==> src/rtl/bus_dma_master_pkg.sv <==
// Shared bus definitions for the DMA initiator and the bus responders.
// Provides size/rw encodings, FSM state codes, the request payload struct
// and the unit-size helper.
package bus_dma_master_pkg;

    localparam logic [1:0] SZ_BYTE    = 2'b00;
    localparam logic [1:0] SZ_HALF    = 2'b01;
    localparam logic [1:0] SZ_WORD    = 2'b10;
    localparam logic [1:0] SZ_ILLEGAL = 2'b11;

    localparam logic RW_READ  = 1'b0;
    localparam logic RW_WRITE = 1'b1;

    localparam int unsigned ST_W = 3;
    localparam logic [ST_W-1:0] ST_IDLE   = 3'd0;
    localparam logic [ST_W-1:0] ST_RD_REQ = 3'd1;
    localparam logic [ST_W-1:0] ST_RD_GAP = 3'd2;
    localparam logic [ST_W-1:0] ST_WR_REQ = 3'd3;
    localparam logic [ST_W-1:0] ST_WR_GAP = 3'd4;
    localparam logic [ST_W-1:0] ST_FINISH = 3'd5;

    // Request-side bus payload, held stable for the life of a request
    typedef struct packed {
        logic        req;
        logic        rw;
        logic [1:0]  size;
        logic [31:0] addr;
        logic [31:0] wdata;
    } bus_req_t;

    // Bytes per transfer unit; 0 for the illegal encoding
    function automatic logic [2:0] unit_bytes(input logic [1:0] size);
        case (size)
            SZ_BYTE: unit_bytes = 3'd1;
            SZ_HALF: unit_bytes = 3'd2;
            SZ_WORD: unit_bytes = 3'd4;
            default: unit_bytes = 3'd0;
        endcase
    endfunction

endpackage

==> src/rtl/bus_dma_master_timer.sv <==
// bus_req_timer: per-request timeout counter.
// Ports: clk, rst_n (async active-low), load (hold count at zero),
//        expired_c (count has reached TIMEOUT-1 cycles of waiting).
module bus_req_timer #(
    parameter int unsigned TIMEOUT = 1024
) (
    input  logic clk,
    input  logic rst_n,
    input  logic load,
    output logic expired_c
);

    localparam int unsigned CNT_W = $clog2(TIMEOUT + 1);

    logic [CNT_W-1:0] count_q, count_d;

    assign expired_c = (count_q == CNT_W'(TIMEOUT - 1));

    // Counts while not loaded; saturates at the expire value
    always_comb begin
        count_d = count_q;
        if (load) begin
            count_d = '0;
        end else if (!expired_c) begin
            count_d = count_q + CNT_W'(1);
        end
    end

    always_ff @(posedge clk or negedge rst_n) begin
        if (!rst_n) begin
            count_q <= '0;
        end else begin
            count_q <= count_d;
        end
    end

endmodule

==> src/rtl/bus_dma_master.sv <==
// bus_dma_master: bus initiator copying len bytes from src_addr to dst_addr
// in byte/half/word units via alternating read and write requests.
// Ports: clk, reset (async active-low); start/abort/src_addr/dst_addr/len/
//        xfer_size config; busy/done/error status; mem_* request/response bus.
module bus_dma_master
    import bus_dma_master_pkg::*;
#(
    parameter int unsigned TIMEOUT = 1024,
    parameter int unsigned LEN_W   = 16
) (
    input  logic             clk,
    input  logic             reset,
    input  logic             start,
    input  logic             abort,
    input  logic [31:0]      src_addr,
    input  logic [31:0]      dst_addr,
    input  logic [LEN_W-1:0] len,
    input  logic [1:0]       xfer_size,
    output logic             busy,
    output logic             done,
    output logic             error,
    output logic [31:0]      mem_address,
    output logic             mem_rw_req,
    output logic             mem_rw,
    output logic [31:0]      mem_write_data,
    output logic [1:0]       mem_size,
    input  logic [31:0]      mem_read_data,
    input  logic             mem_rec
);

    logic [ST_W-1:0]  state_q, state_d;
    bus_req_t         req_q, req_d;
    logic             busy_q, busy_d;
    logic             done_q, done_d;
    logic             error_q, error_d;
    logic             abort_pend_q, abort_pend_d;
    logic [31:0]      src_q, src_d;
    logic [31:0]      dst_q, dst_d;
    logic [31:0]      data_q, data_d;
    logic [LEN_W-1:0] rem_q, rem_d;

    logic [2:0]       unit_c;
    logic [2:0]       start_unit_c;
    logic [1:0]       start_mask_c;
    logic             cfg_bad_c;
    logic [LEN_W-1:0] rem_next_c;
    logic             timer_load_c;
    logic             expired_c;

    assign busy           = busy_q;
    assign done           = done_q;
    assign error          = error_q;
    assign mem_address    = req_q.addr;
    assign mem_rw_req     = req_q.req;
    assign mem_rw         = req_q.rw;
    assign mem_write_data = req_q.wdata;
    assign mem_size       = req_q.size;

    // Latched size drives the unit; start-time size drives the legality check
    assign unit_c       = unit_bytes(req_q.size);
    assign rem_next_c   = rem_q - LEN_W'(unit_c);
    assign start_unit_c = unit_bytes(xfer_size);
    assign start_mask_c = 2'(start_unit_c - 3'd1);
    assign cfg_bad_c    = (xfer_size == SZ_ILLEGAL) || (len == '0)
                       || ((len[1:0] & start_mask_c) != 2'b00)
                       || ((src_addr[1:0] & start_mask_c) != 2'b00)
                       || ((dst_addr[1:0] & start_mask_c) != 2'b00);

    // Timer runs only while a request is outstanding
    assign timer_load_c = (state_q != ST_RD_REQ) && (state_q != ST_WR_REQ);

    bus_req_timer #(.TIMEOUT(TIMEOUT)) u_timer (
        .clk       (clk),
        .rst_n     (reset),
        .load      (timer_load_c),
        .expired_c (expired_c)
    );

    // Next-state and registered-output logic
    always_comb begin
        state_d      = state_q;
        req_d        = req_q;
        busy_d       = busy_q;
        done_d       = 1'b0;
        error_d      = error_q;
        abort_pend_d = (state_q == ST_IDLE) ? 1'b0 : (abort_pend_q | abort);
        src_d        = src_q;
        dst_d        = dst_q;
        data_d       = data_q;
        rem_d        = rem_q;

        case (state_q)
            ST_IDLE: begin
                if (start) begin
                    req_d.size = xfer_size;
                    src_d      = src_addr;
                    dst_d      = dst_addr;
                    rem_d      = len;
                    busy_d     = 1'b1;
                    if (cfg_bad_c) begin
                        error_d = 1'b1;
                        done_d  = 1'b1;
                        state_d = ST_FINISH;
                    end else begin
                        error_d    = 1'b0;
                        req_d.req  = 1'b1;
                        req_d.rw   = RW_READ;
                        req_d.addr = src_addr;
                        state_d    = ST_RD_REQ;
                    end
                end
            end
            ST_RD_REQ: begin
                if (mem_rec) begin
                    data_d    = mem_read_data;
                    req_d.req = 1'b0;
                    state_d   = ST_RD_GAP;
                end else if (expired_c) begin
                    req_d.req = 1'b0;
                    error_d   = 1'b1;
                    done_d    = 1'b1;
                    state_d   = ST_FINISH;
                end
            end
            ST_RD_GAP: begin
                req_d.req   = 1'b1;
                req_d.rw    = RW_WRITE;
                req_d.addr  = dst_q;
                req_d.wdata = data_q;
                state_d     = ST_WR_REQ;
            end
            ST_WR_REQ: begin
                if (mem_rec) begin
                    req_d.req = 1'b0;
                    state_d   = ST_WR_GAP;
                end else if (expired_c) begin
                    req_d.req = 1'b0;
                    error_d   = 1'b1;
                    done_d    = 1'b1;
                    state_d   = ST_FINISH;
                end
            end
            ST_WR_GAP: begin
                src_d = src_q + 32'(unit_c);
                dst_d = dst_q + 32'(unit_c);
                rem_d = rem_next_c;
                // Abort only takes effect here, after a full read+write pair
                if ((rem_next_c == '0) || abort_pend_q || abort) begin
                    done_d  = 1'b1;
                    state_d = ST_FINISH;
                end else begin
                    req_d.req  = 1'b1;
                    req_d.rw   = RW_READ;
                    req_d.addr = src_q + 32'(unit_c);
                    state_d    = ST_RD_REQ;
                end
            end
            ST_FINISH: begin
                busy_d  = 1'b0;
                state_d = ST_IDLE;
            end
            default: begin
                req_d.req = 1'b0;
                busy_d    = 1'b0;
                state_d   = ST_IDLE;
            end
        endcase
    end

    always_ff @(posedge clk or negedge reset) begin
        if (!reset) begin
            state_q      <= ST_IDLE;
            req_q        <= '0;
            busy_q       <= 1'b0;
            done_q       <= 1'b0;
            error_q      <= 1'b0;
            abort_pend_q <= 1'b0;
            src_q        <= '0;
            dst_q        <= '0;
            data_q       <= '0;
            rem_q        <= '0;
        end else begin
            state_q      <= state_d;
            req_q        <= req_d;
            busy_q       <= busy_d;
            done_q       <= done_d;
            error_q      <= error_d;
            abort_pend_q <= abort_pend_d;
            src_q        <= src_d;
            dst_q        <= dst_d;
            data_q       <= data_d;
            rem_q        <= rem_d;
        end
    end

endmodule

==> config.mk <==
export PLATFORM = sky130hd
export DESIGN_NAME = bus_dma_master
export DESIGN_NICKNAME = d
export VERILOG_FILES = /design/src/rtl/bus_dma_master_pkg.sv /design/src/rtl/bus_dma_master_timer.sv /design/src/rtl/bus_dma_master.sv
export SDC_FILE = /design/constraint.sdc
export NUM_CORES = 1
export LEC_CHECK = 0
export BUFFER_PORTS_ARGS = -buffer_cell sky130_fd_sc_hd__buf_2
export CORE_MARGIN = 2
export CORE_UTILIZATION = 30
export DETAILED_ROUTE_END_ITERATION = 16
export MAX_ROUTING_LAYER = met4
export RECOVER_POWER = 50
export SYNTH_ARGS = -nofsm -noshare
export SYNTH_HDL_FRONTEND = slang
export SYNTH_SLANG_ARGS = --single-unit
==> constraint.sdc <==
create_clock -name clk -period 3.4 [get_ports clk]
set_input_delay 0 -clock clk [delete_from_list [all_inputs] [get_ports clk]]
set_output_delay 0 -clock clk [all_outputs]
set_load 0.05 [all_outputs]
==> reports/qor.csv <==
metric,value,unit
status,"complete, but fails checks",
failing checks,"max-capacitance violations, max-slew violations",
fin nets,1489,
Final period util,96.8,%
vias per inst,5.24,
Synth Cell Area,0.0105,mm²
All-Layer GR Usage,19.4,%
Post-synth top flop,dfrtp_1,
Syn. warnings,0,
fin util,39.9,%
H-tree Lvls,4,
CTS root buffer,clkbuf_16,
Initial DRC Count,683,
post-DP HPWL,23.1,mm
"Seq/Total Area, Yosys",47.2,%
grt total ovfl,0,
vias in the first global route,9568,
Max-Cap Viols,1,
CP endpoint kind,flip-flop,
CTS max path bufs,2,
Yosys reg bits,198,
Slew HR,-56.1,%
Final Routed Wirelength,34.2,mm
Initial Utilization,30.4,%
first-pass GRT wire length,53.4,mm
synth-to-layout area growth,31.2,%
area occupied by multi-input gates,0.00517,mm²
top cell type by total area after synthesis,dfrtp_1,
Async SR Flop Fraction,100,%
gp weighted congestion,0.859,
FF+latch area,0.00495,mm²
TritonCTS clock tree,done,
DR pass1 iterations,7,
antenna violations before repair,4,
Clock transition at path regs,80,ps
clk_skew,14.6,ps
"Hold Vio Cnt, Final",0,
Worst Setup Start Kind,flip-flop,
Die Y,191,µm
Final Max Tran Viols,88,
"Net Count, Synth",1186,
Max Fclk,304,MHz
synth top area cells,"dfrtp_1 (47%), mux2_2 (7.3%), nor2_1 (3.7%)",
Crit Path Category,reg -> reg,
Syn Area/Cell,9.95,µm²
Max IR drop VDD,520,µV
DIE AREA,0.0365,mm²
port bufs,189,
Post-Layout Cell Count,1829,
Post-synth EDFFs,0,
Rows,68,
core region area,0.0345,mm²
CP Data Arrival Time,3620,ps
min Tclk post-route,3290,ps
Yosys cell types,68,
leakage power total,5.79,nW
I/O pin count,190,
CP required,3730,ps
DR vias,9586,
DRT antenna net count,0,
largest net degree at the start of global routing,88,
Wirelength per Cell,18.7,µm
Clock Sinks,198,
total CTS buffers,17,
Post-Place Cells,1669,
Hold/Removal Path Class,in -> reg,
Worst-Margin Slew,2340,ps
Cells after Synth,1054,
RSZ-0062 raised after global routing,no,
chip width,191,µm
DR DRC count,0,
Clock Latency Late Sink,450,ps
Yosys top cell area share,47.2,%
# fillers,3420,
layout cells sized above 1,20.9,%
power per cell area,947,mW/mm²
crit-path max FO,12,
# setup viols final,0,
==> path summary, 6_finish.rpt <==
path,startpoint,end,slack (ps),cells past startpoint
setup reg to reg,mem_size[1]$_DFFE_PN0P_,mem_address[7]$_DFFE_PN0P_,110,11
hold reg to reg,mem_rw$_DFFE_PN0P_,mem_rw$_DFFE_PN0P_,500,1
hold / removal,xfer_size[1],mem_size[1]$_DFFE_PN0P_,290,4
setup / recovery,mem_size[1]$_DFFE_PN0P_,mem_address[7]$_DFFE_PN0P_,110,11
max in group asynchronous,reset,src_q[29]$_DFFE_PN0P_,670,3
min in group asynchronous,reset,mem_write_data[28]$_DFFE_PN0P_,760,2
==> critical path, stage by stage (launching register included) <==
cell,delay (ps)
dfrtp_1,410
nor2_1,110
ha_1,230
fa_1,410
nand2b_4,170
o2111ai_1,200
xor2_1,210
nand4_1,220
o31ai_4,430
a21oi_4,260
buf_4,220
mux2_4,290
==> report_power, final <==
group          switching (mW)  leakage [nW]  internal (mW)  total [mW]
registers                1.08          2.37           3.47        4.55
logic                    4.07          3.15           2.42        6.50
clock network            1.01         0.276          0.978        1.98
total                    6.16          5.79           6.87        13.0
==> Yosys cell counts, types with 18 or more instances <==
master,instances
nand4_1,19
nand2_1,95
nand3_1,37
dfrtp_1,198
a222oi_1,22
nor2_1,103
inv_1,37
and3_1,18
o21ai_0,56
xor2_1,22
a21oi_1,50
xnor2_1,18
mux2_2,68
clkbuf_1,56
mux2i_1,22
a311oi_1,19
==> layout make-up <==
| type | count | area share (%) |
|---|---|---|
| repair buffers | 347 | 17.2 |
| clock buffers | 18 | 3.19 |
| multi-input cells | 756 | 37.6 |
| clock inverters | 14 | 0.809 |
| flip-flops and latches | 198 | 36.0 |
| inverters | 37 | 1.01 |
| diodes | 4 | 0.0727 |
| well taps | 455 | 4.14 |
==> logic make-up (layout without fill, tap and decap cells) <==
group	after synthesis	in the layout	share of synthesized area, %
buf+inv	101	416	3.91
flops	198	198	47.2
compound gates	259	260	17.5
fa+ha+maj	13	13	1.77
mux	94	94	9.97
xor+xnor	40	40	3.34
other cells	0	4	0
simple gates	349	349	16.3
==> per-stage QoR <==
step	worst slack [ps]	hold WS (ps)	setup TNS [ps]	total power, mW	instance area, µm²
global route	2.74	283	0	13.9	13800
finish	110	288	0	13.0	13800
floorplan	149	-296	0	9.04	10500
global placement	-1.09	122	-1.09	10.8	12100
detailed placement	-124	121	-976	10.9	12100
CTS	74.2	198	0	13.1	13800
==> cell usage in the layout, fill, tap and decap left out, drive strengths merged, types with 45 or more instances in the layout <==
cell / synthesis / final
nor2: 104 / 104
nand2: 95 / 95
o21ai: 57 / 57
buf: 7 / 155
mux2: 72 / 72
a21oi: 51 / 52
dlygate4sd3: 0 / 118
clkbuf: 57 / 92
dfrtp: 198 / 198
inv: 37 / 45
==> timing repair <==
| item | 4_1_cts | 5_1_grt |
|---|---|---|
| hold endpoints to repair | 233 | 0 |
| gates resized for setup | 0 | 2 |
| pin swaps | 1 | 1 |
| buffers inserted | 0 | 5 |
| hold buffers | 118 | 0 |
| endpoints found under the setup margin | 17 | 15 |
| cloned | 1 | 0 |
==> state kept, by name, summed over array words and instances (netlist names), 2 cells and up <==
| name | flops |
|---|---|
| state_q | 3 |
| dst_q | 32 |
| mem_size | 2 |
| data_q | 32 |
| u_timer.count_q | 11 |
| rem_q | 16 |
| src_q | 32 |
| mem_address | 32 |
| mem_write_data | 32 |
==> routing by layer <==
layer | track usage, % | share of wire [%] | vias to the layer above
li1 | - | - | 4521
met1 | 24.9 | 45 | 4699
met2 | 30.0 | 46 | 337
met3 | 5.86 | 8.1 | 29
met4 | 4.29 | 1.2 | 0
met5 | - | 0 | -
(Power assumes the default switching activity.)
